<file path="src/rtl/gpu_cmd_queue.sv">
// Purpose: command FIFO feeding a single-outstanding issuer that handshakes instructions to the graphic card.
// Latency: a word pushed into an empty queue with the card idle strobes GpuExecute one cycle after its push edge.
// Backpressure: CmdReady drops while DEPTH words are queued; a push while full is dropped and sets sticky Overflow.
module gpu_cmd_queue #(
    parameter int DEPTH     = 16,
    parameter int AW        = 4,
    parameter int CMD_WIDTH = 25,
    parameter int TIMEOUT   = 262143
) (
    input  logic                 Clk,
    input  logic                 Rst,
    input  logic                 CmdValid,
    input  logic [CMD_WIDTH-1:0] CmdData,
    output logic                 CmdReady,
    input  logic                 Flush,
    input  logic                 GpuReady,
    output logic                 GpuExecute,
    output logic [CMD_WIDTH-1:0] GpuInstruction,
    input  logic [CMD_WIDTH-1:0] GpuDataOutput,
    output logic                 ResultValid,
    output logic [CMD_WIDTH-1:0] ResultData,
    output logic [AW:0]          Level,
    output logic                 Busy,
    output logic                 Overflow,
    output logic                 Timeout
);
    localparam int CNT_W = $clog2(TIMEOUT + 1);
    localparam logic [AW:0]      LVL_ONE  = 1;
    localparam logic [AW:0]      LVL_FULL = DEPTH;
    localparam logic [AW-1:0]    PTR_ONE  = 1;
    localparam logic [CNT_W-1:0] CNT_ONE  = 1;
    localparam logic [CNT_W-1:0] CNT_LAST = TIMEOUT - 1;

    typedef enum logic [1:0] {IDLE, ISSUE, WAIT_LOW, WAIT_HIGH} state_t;

    state_t                 state, state_nxt;
    logic [CMD_WIDTH-1:0]   mem [DEPTH];
    logic [AW-1:0]          wr_ptr, rd_ptr;
    logic [AW:0]            level;
    logic                   push_en, pop_en, tmo_hit, res_cap;
    logic [1:0]             hi_cnt;
    logic [CNT_W-1:0]       wait_cnt;
    logic [CMD_WIDTH-1:0]   gpu_instr_q;
    logic                   result_vld_q;
    logic [CMD_WIDTH-1:0]   result_dat_q;
    logic                   overflow_q, timeout_q;

    // Flush wins over a push in the same cycle, so the word is not written either
    assign CmdReady = (level != LVL_FULL);
    assign push_en  = CmdValid && CmdReady && !Flush;
    assign res_cap  = (state == WAIT_HIGH) && GpuReady;

    assign GpuInstruction = gpu_instr_q;
    assign ResultValid    = result_vld_q;
    assign ResultData     = result_dat_q;
    assign Level          = level;
    assign Overflow       = overflow_q;
    assign Timeout        = timeout_q;

    // Issuer state register
    always_ff @(posedge Clk or negedge Rst) begin
        if (!Rst) state <= IDLE;
        else      state <= state_nxt;
    end

    // Issuer next state; tmo_hit marks an abandoned command on the way back to IDLE
    always_comb begin
        state_nxt = state;
        tmo_hit   = 1'b0;
        case (state)
            IDLE:      if (pop_en) state_nxt = ISSUE;
            ISSUE:     state_nxt = WAIT_LOW;
            WAIT_LOW: begin
                if (!GpuReady) begin
                    state_nxt = WAIT_HIGH;
                end else if (hi_cnt == 2'd2) begin
                    state_nxt = IDLE;
                    tmo_hit   = 1'b1;
                end
            end
            WAIT_HIGH: begin
                if (GpuReady) begin
                    state_nxt = IDLE;
                end else if (wait_cnt == CNT_LAST) begin
                    state_nxt = IDLE;
                    tmo_hit   = 1'b1;
                end
            end
            default:   state_nxt = IDLE;
        endcase
    end

    // Issuer outputs; a pop is suppressed by Flush so the discarded head is never issued
    always_comb begin
        GpuExecute = 1'b0;
        Busy       = 1'b1;
        pop_en     = 1'b0;
        case (state)
            IDLE: begin
                Busy   = 1'b0;
                pop_en = (level != '0) && GpuReady && !Flush;
            end
            ISSUE:   GpuExecute = 1'b1;
            default: ;
        endcase
    end

    // Ready-still-high counter in WAIT_LOW and elapsed-cycle counter in WAIT_HIGH, both cleared on entry
    always_ff @(posedge Clk or negedge Rst) begin
        if (!Rst) begin
            hi_cnt   <= 2'd0;
            wait_cnt <= '0;
        end else begin
            hi_cnt   <= (state == WAIT_LOW && GpuReady) ? hi_cnt + 2'd1 : 2'd0;
            wait_cnt <= (state == WAIT_HIGH) ? wait_cnt + CNT_ONE : '0;
        end
    end

    // FIFO storage; contents need no reset since Level gates every read
    always_ff @(posedge Clk) begin
        if (push_en) mem[wr_ptr] <= CmdData;
    end

    // FIFO pointers and exact occupancy
    always_ff @(posedge Clk or negedge Rst) begin
        if (!Rst) begin
            wr_ptr <= '0;
            rd_ptr <= '0;
            level  <= '0;
        end else if (Flush) begin
            wr_ptr <= '0;
            rd_ptr <= '0;
            level  <= '0;
        end else begin
            if (push_en) wr_ptr <= wr_ptr + PTR_ONE;
            if (pop_en)  rd_ptr <= rd_ptr + PTR_ONE;
            case ({push_en, pop_en})
                2'b10:   level <= level + LVL_ONE;
                2'b01:   level <= level - LVL_ONE;
                default: level <= level;
            endcase
        end
    end

    // Instruction register holds the last popped word until the next pop
    always_ff @(posedge Clk or negedge Rst) begin
        if (!Rst)        gpu_instr_q <= '0;
        else if (pop_en) gpu_instr_q <= mem[rd_ptr];
    end

    // Result capture when the card raises Ready again; pulse lasts one cycle
    always_ff @(posedge Clk or negedge Rst) begin
        if (!Rst) begin
            result_vld_q <= 1'b0;
            result_dat_q <= '0;
        end else begin
            result_vld_q <= res_cap;
            if (res_cap) result_dat_q <= GpuDataOutput;
        end
    end

    // Sticky error flags, cleared only by Flush or reset
    always_ff @(posedge Clk or negedge Rst) begin
        if (!Rst) begin
            overflow_q <= 1'b0;
            timeout_q  <= 1'b0;
        end else if (Flush) begin
            overflow_q <= 1'b0;
            timeout_q  <= 1'b0;
        end else begin
            if (CmdValid && !CmdReady) overflow_q <= 1'b1;
            if (tmo_hit)               timeout_q  <= 1'b1;
        end
    end
endmodule

</file>
<file path="config.mk">
export PLATFORM = sky130hd
export DESIGN_NAME = gpu_cmd_queue
export DESIGN_NICKNAME = d
export VERILOG_FILES = /design/src/rtl/gpu_cmd_queue.sv
export SDC_FILE = /design/constraint.sdc
export NUM_CORES = 1
export LEC_CHECK = 0
export CAP_MARGIN = 0
export CORE_MARGIN = 1.5
export CORE_UTILIZATION = 45
export CTS_CLUSTER_DIAMETER = 150
export DETAILED_ROUTE_END_ITERATION = 7
export PLACE_DENSITY = 0.64
export SLEW_MARGIN = 25
export SYNTH_ARGS = -nofsm -noshare
export SYNTH_HDL_FRONTEND = slang
export SYNTH_SLANG_ARGS = --single-unit
</file>
<file path="constraint.sdc">
create_clock -name Clk -period 5 [get_ports Clk]
set_input_delay 1 -clock Clk [delete_from_list [all_inputs] [get_ports Clk]]
set_output_delay 1 -clock Clk [all_outputs]
set_load 0.01 [all_outputs]
</file>
* After elaboration in Yosys (flattened, before gate mapping)
Memories as Yosys holds them, arrays and structs flattened. A register that Yosys moved wholly into a read port is not among the register bits.
Cells that the tools add are included.
** Operators by class
- $add $sub $neg :: 6
- Eq/ne operators :: 11
- Multiplexer cells :: 28
- Reductions and logical operators :: 18
** Operator list (number)
- 18-bit by 1-bit adder with 18-bit output (second input constant) :: 1
- 18-bit equality test (second input constant) :: 1
- 18-bit 2-to-1 mux :: 1
- 4-bit 2-to-1 mux :: 4
- 1-bit 2-to-1 mux :: 13
- 2-bit 2-to-1 mux :: 6
- 5-bit case mux with 2 select lines :: 1
- 4-bit by 1-bit adder with 4-bit output (second input constant) :: 2
- 2-bit equality test (second input constant) :: 4
- 2-bit case mux with 4 select lines :: 1
- 2-bit nonzero test :: 4
- 1-bit logical AND :: 7
- 3-bit inequality test (second input constant) :: 2
- 5-bit by 1-bit adder with 5-bit output (second input constant) :: 1
- 5-bit 2-to-1 mux :: 1
- 5-bit inequality test (second input constant) :: 1
- 5-bit nonzero test :: 1
- 5-bit by 1-bit subtractor with 5-bit output (second input constant) :: 1
- 2-bit by 1-bit equality test with 1-bit output (second input constant) :: 2
- 1-bit logical NOT :: 3
- 3-bit AND reduction :: 1
- 3-bit nonzero test :: 1
- 2-bit by 1-bit adder with 2-bit output (second input constant) :: 1
- 2-bit logical NOT :: 1
- other kinds (2) :: 2
** Storage, ports and cells
- Flip-flop bits (word level) :: 63
- RAM bits :: 400
- Bits of input ports :: 55
- Output and inout port bits :: 61
- Logic and storage cells :: 74
- Memories :: 1
** Memory list
- mem :: words 16, bits a word 25, read ports 1, clocked after memory_dff 1, write ports 1, RTL line 37 : logic [CMD_WIDTH-1:0] mem [DEPTH];

* Logic depth before layout (Yosys ltp)
- Depth after elaboration :: 7
- Mapped depth :: 12
- Mapped depth without buffers :: 10

* Least setup slack after synthesis
OpenSTA, ideal clock, no wires.
- Path type :: input to register
- Start :: input port Flush
- End :: memory mem[0][0] (enable)
- Setup time :: 438 ps
- Arrival time :: 3225 ps
- Data required time :: 4562 ps
- Setup slack :: 1337 ps
- Cell stages on the path :: 4
- Buffers on the path :: 1
- Cells stage by stage :: buf_2 nor2_1 nand2_1 nor3_1
** On the way
- Word-level cells in the longest chain between the ends :: 4
** Ends and longest elaborated chain
- from (decl) :: RTL line 15 : input logic Flush,
- 1-bit logical NOT :: RTL line 50 : assign push_en = CmdValid && CmdReady && !Flush;
- 1-bit logical AND :: RTL line 50
- 1-bit 2-to-1 mux :: RTL line 121 : if (push_en) mem[wr_ptr] <= CmdData;
- 1-bit 2-to-1 mux (implied by the code) :: RTL line 121
- to (decl) :: RTL line 37
No other way between the ends.

* Worst setup path in the final report
- Start :: input port Flush
- End :: register level[4] (netlist: Level[4])
** On the way
- Word-level cells in the longest chain between the ends :: 6
- Elaborated cells on any way between the ends :: 9
- Those cells by class :: 2 x eq/ne; 3 x mux; 4 x reduce/logical
** Ends and longest elaborated chain
- 1-bit logical NOT :: RTL line 50, 101
- 1-bit logical AND :: RTL line 101 : pop_en = (level != '0) && GpuReady && !Flush;
- 1-bit 2-to-1 mux :: RTL line 98 : case (state)
- 2-bit by 1-bit equality test with 1-bit output or 2-bit equality test (tied branches) :: RTL line 137 : case ({push_en, pop_en})
- 5-bit case mux with 2 select lines :: RTL line 137
- 5-bit 2-to-1 mux :: RTL line 130 : end else if (Flush) begin
- to (signal assigned) :: RTL line 138 : 2'b10: level <= level + LVL_ONE;
- to (signal assigned) :: RTL line 139 : 2'b01: level <= level - LVL_ONE;
- to (signal assigned) :: RTL line 140 : default: level <= level;
- to (decl) :: RTL line 39 : logic [AW:0] level;
Parallel ways exist; a longest one is shown, timed or not.
A chain may end at the register's enable or synchronous reset.

==> results.yml <==
die:
  core_area_um2: 41200
  die_h_um: 208
  start_util_pct: 45.9
  rows: 74
  dieArea_um2: 43300
  pin_count: 116
  die_w_um: 208
worst_setup_path:
  critPathLaunchType: "primary input"
  r2r_slack_ns: 2.08
  ff2ff_path_depth: 10
  crit_fanout: 17
  critical_path_class: "primary input to flop"
  reg2reg_to: "Level[4]"
  reg2reg_from: "Level[1]"
  cp_data_arrival_time_ns: 3.60
  end_kind: "flop"
  critPathRequiredTime_ns: 5.45
  startpoint: "Flush"
clock_network:
  clockBufferDepth: 3
  cts-resized-gates: 0
  clkLatencyLatePin_ns: 0.59
  root_buffer: "clkbuf_16"
  htreeDepth: 2
  postCtsSetupBuffers: 0
  clk_pin_slew_ns: 0.06
  cts_sinks: 488
  cts_tree: "built"
  cts-buffers-inserted: 50
  hold_buffers: 0
logic_synthesis:
  ys_ff_latch: 488
  async_flop_share_pct: 18.0
  synth_ff_type: "edfxtp_1"
  synth_area_per_cell_um2: 19.5
  synth_warnings: 0
  synth.distinct_cells: 43
  ys_seq_area_share_pct: 75.1
  syn-instance-count: 973
  synth_edf_count: 400
  syn_area_um2: 18900
  syn_nets: 1040
power:
  peakVddDrop_v: 0.000357
  p_sw_share_pct: 23.2
  pwr-share-clk_pct: 36.9
  p_seq_share_pct: 50.6
  power_mw: 9.56
  p_int_mw: 7.34
  power_density_nw_per_um2: 428
  leakagePower_nw: 7.23
  comb_power_share_pct: 12.6
  switching_power_mw: 2.22
timing:
  fin_crit_ns: 3.15
  max_slew_margin_pct: 31.3
  fin_setup_tns_ns: 0
  slew_viol_final: 0
  finalCritPeriodShare_pct: 63.0
  grt_setup_unrepaired: "false"
  fmax_mhz: 317
  setup_violations: 0
  fin_skew_ns: 0.0230
  final_hold_viol_count: 0
  worstMarginPinSlew_ns: 1.03
route:
  drt_iter0_drc: 629
  wire_per_inst_um: 22.7
  firstDrtPassIters: 4
  via_per_inst: 5.57
  wl_um: 38100
  num_vias: 9342
  drc_errors: 0
  ant_nets: 0
global_routing:
  grt_usage_pct: 18.1
  first_global_vias: 9893
  grt_pass1_wl_um: 59400
  antenna_found_initial: 0
  grt_max_degree: 61
  grt_overflow: 0
run_status:
  status: "completed"
layout:
  area_delta_synth_final_pct: 17.9
  layout_commonest_cell: "edfxtp_1"
  nNetsFinal: 1173
  num_antenna_cells: 0
  drive_gt1_share_pct: 21.6
  mostFrequentLayoutCells: "edfxtp_1, clkdlybuf4s50_1, mux4_2, dfrtp_1"
  instances_no_fill: 1678
hold_path:
  min_to: "hi_cnt[0]"
  hp-start: "hi_cnt[0]"
  hp-class: "flop to flop"
  worstHoldPathCells: 1
placement:
  place_hpwl_um: 21300
  io_buffers: 115
  dp_cells: 1584
  finalWeightedCongestion: 0.776
job:
  max-cap-violations: 0
-- final cells by class --
cell class / count / area (um2)
repair buffers: 130 / 1310
clock buffers: 64 / 1310
flip-flops and latches: 488 / 14200
well taps: 532 / 666
inverters: 11 / 41.3
multi-input cells: 425 / 4530
clock inverters: 28 / 238
fillers: 3182 / 18900
-- synthesized netlist by cell type, types with 2 or more instances --
cell      count  share of area, %
ha_1         11              0.73
mux2_2       45               2.7
clkbuf_1     22              0.44
o21ai_0       6              0.16
a211oi_1      6              0.24
a21boi_2      2              0.12
o22ai_1      50               1.7
buf_4         2             0.079
inv_1        11              0.22
nand4_1       7              0.23
mux4_2       90                11
buf_2        18              0.48
and2_1        2             0.066
or3_1         2             0.066
nand2_1      21              0.42
nor2b_1       4              0.13
dfrtp_1      88                12
nor4_1        3             0.099
xor2_1       12              0.56
or2_2         4              0.13
xnor2_1      10              0.46
a21oi_1      37              0.98
nand3_1      10              0.26
nor3_1        8              0.21
buf_6         7              0.42
edfxtp_1    400                63
nor2_1       53               1.1
nand2b_1      4              0.13
nand3b_1      3              0.12
mux2i_1      22               1.2
-- metrics by stage --
stage | util [%] | cell area [um2] | worst slack (ns) | hold slack [ns]
CTS | 54.0 | 22300 | 1.86 | 0.420
global placement | 50.3 | 20700 | 1.31 | 0.411
finish | 54.2 | 22300 | 1.85 | 0.417
floorplan | - | 18900 | 1.34 | 0.400
detailed placement | 50.3 | 20700 | 1.27 | 0.412
global route | 54.2 | 22300 | 1.65 | 0.444
-- how the worst max path moves through the flow --
stage	endpoint	depth (start not counted)
2_1_floorplan	mem[0][0]	4
3_3_place_gp	Level[4]	12
3_5_place_dp	Level[4]	12
4_1_cts	CmdReady	3
5_1_grt	Level[4]	12
6_report	Level[4]	12
-- critical path: stages --
cell and delay (ns):
clkdlybuf4s50_1 0.40, buf_4 0.21, nor4b_4 0.37, a21boi_4 0.26, nand2_1 0.10, inv_1 0.13, ha_1 0.27, nor2b_1 0.14
o21a_1 0.18, nor4_1 0.23, o21ai_0 0.13, nor3b_2 0.17
-- sequential cells by signal (all words and copies together) (netlist names) --
register	flops
Overflow	1
ResultValid	1
mem	400
ResultData	25
Level	5
rd_ptr	4
state	2
Timeout	1
wait_cnt	18
GpuInstruction	25
wr_ptr	4
hi_cnt	2
-- logic make-up after synthesis --
logic type                 count (synthesis)  synth area share, %
AOI/OAI and AO/OA                        106                 3.40
xor gates and xnor gates                  23                 1.10
adders and majority gates                 12                0.833
buffers and inverters                     60                 1.63
DFF                                      488                 75.1
muxes                                    157                 14.6
and+or+nand+nor                          127                 3.38
-- layer usage --
metal  up-vias  share of wire [%]  GRT usage [%]
li1       4176                  -              -
met1      4851                 44           25.1
met2       265                 49           29.4
met3        50                5.2           3.11
met4         0                1.9           5.54
met5         -                  0              0
-- power groups by stage --
| stage | registers [mW] | clock network [mW] | logic [mW] |
|---|---|---|---|
| 2_1_floorplan | 4.96 | 0 | 0.458 |
| 3_3_place_gp | 4.91 | 0 | 1.20 |
| 3_5_place_dp | 4.92 | 0 | 1.22 |
| 4_1_cts | 4.84 | 3.60 | 1.22 |
| 5_1_grt | 4.87 | 3.76 | 1.30 |
| 6_report | 4.83 | 3.52 | 1.20 |
Power figures use the tool's default switching activity.
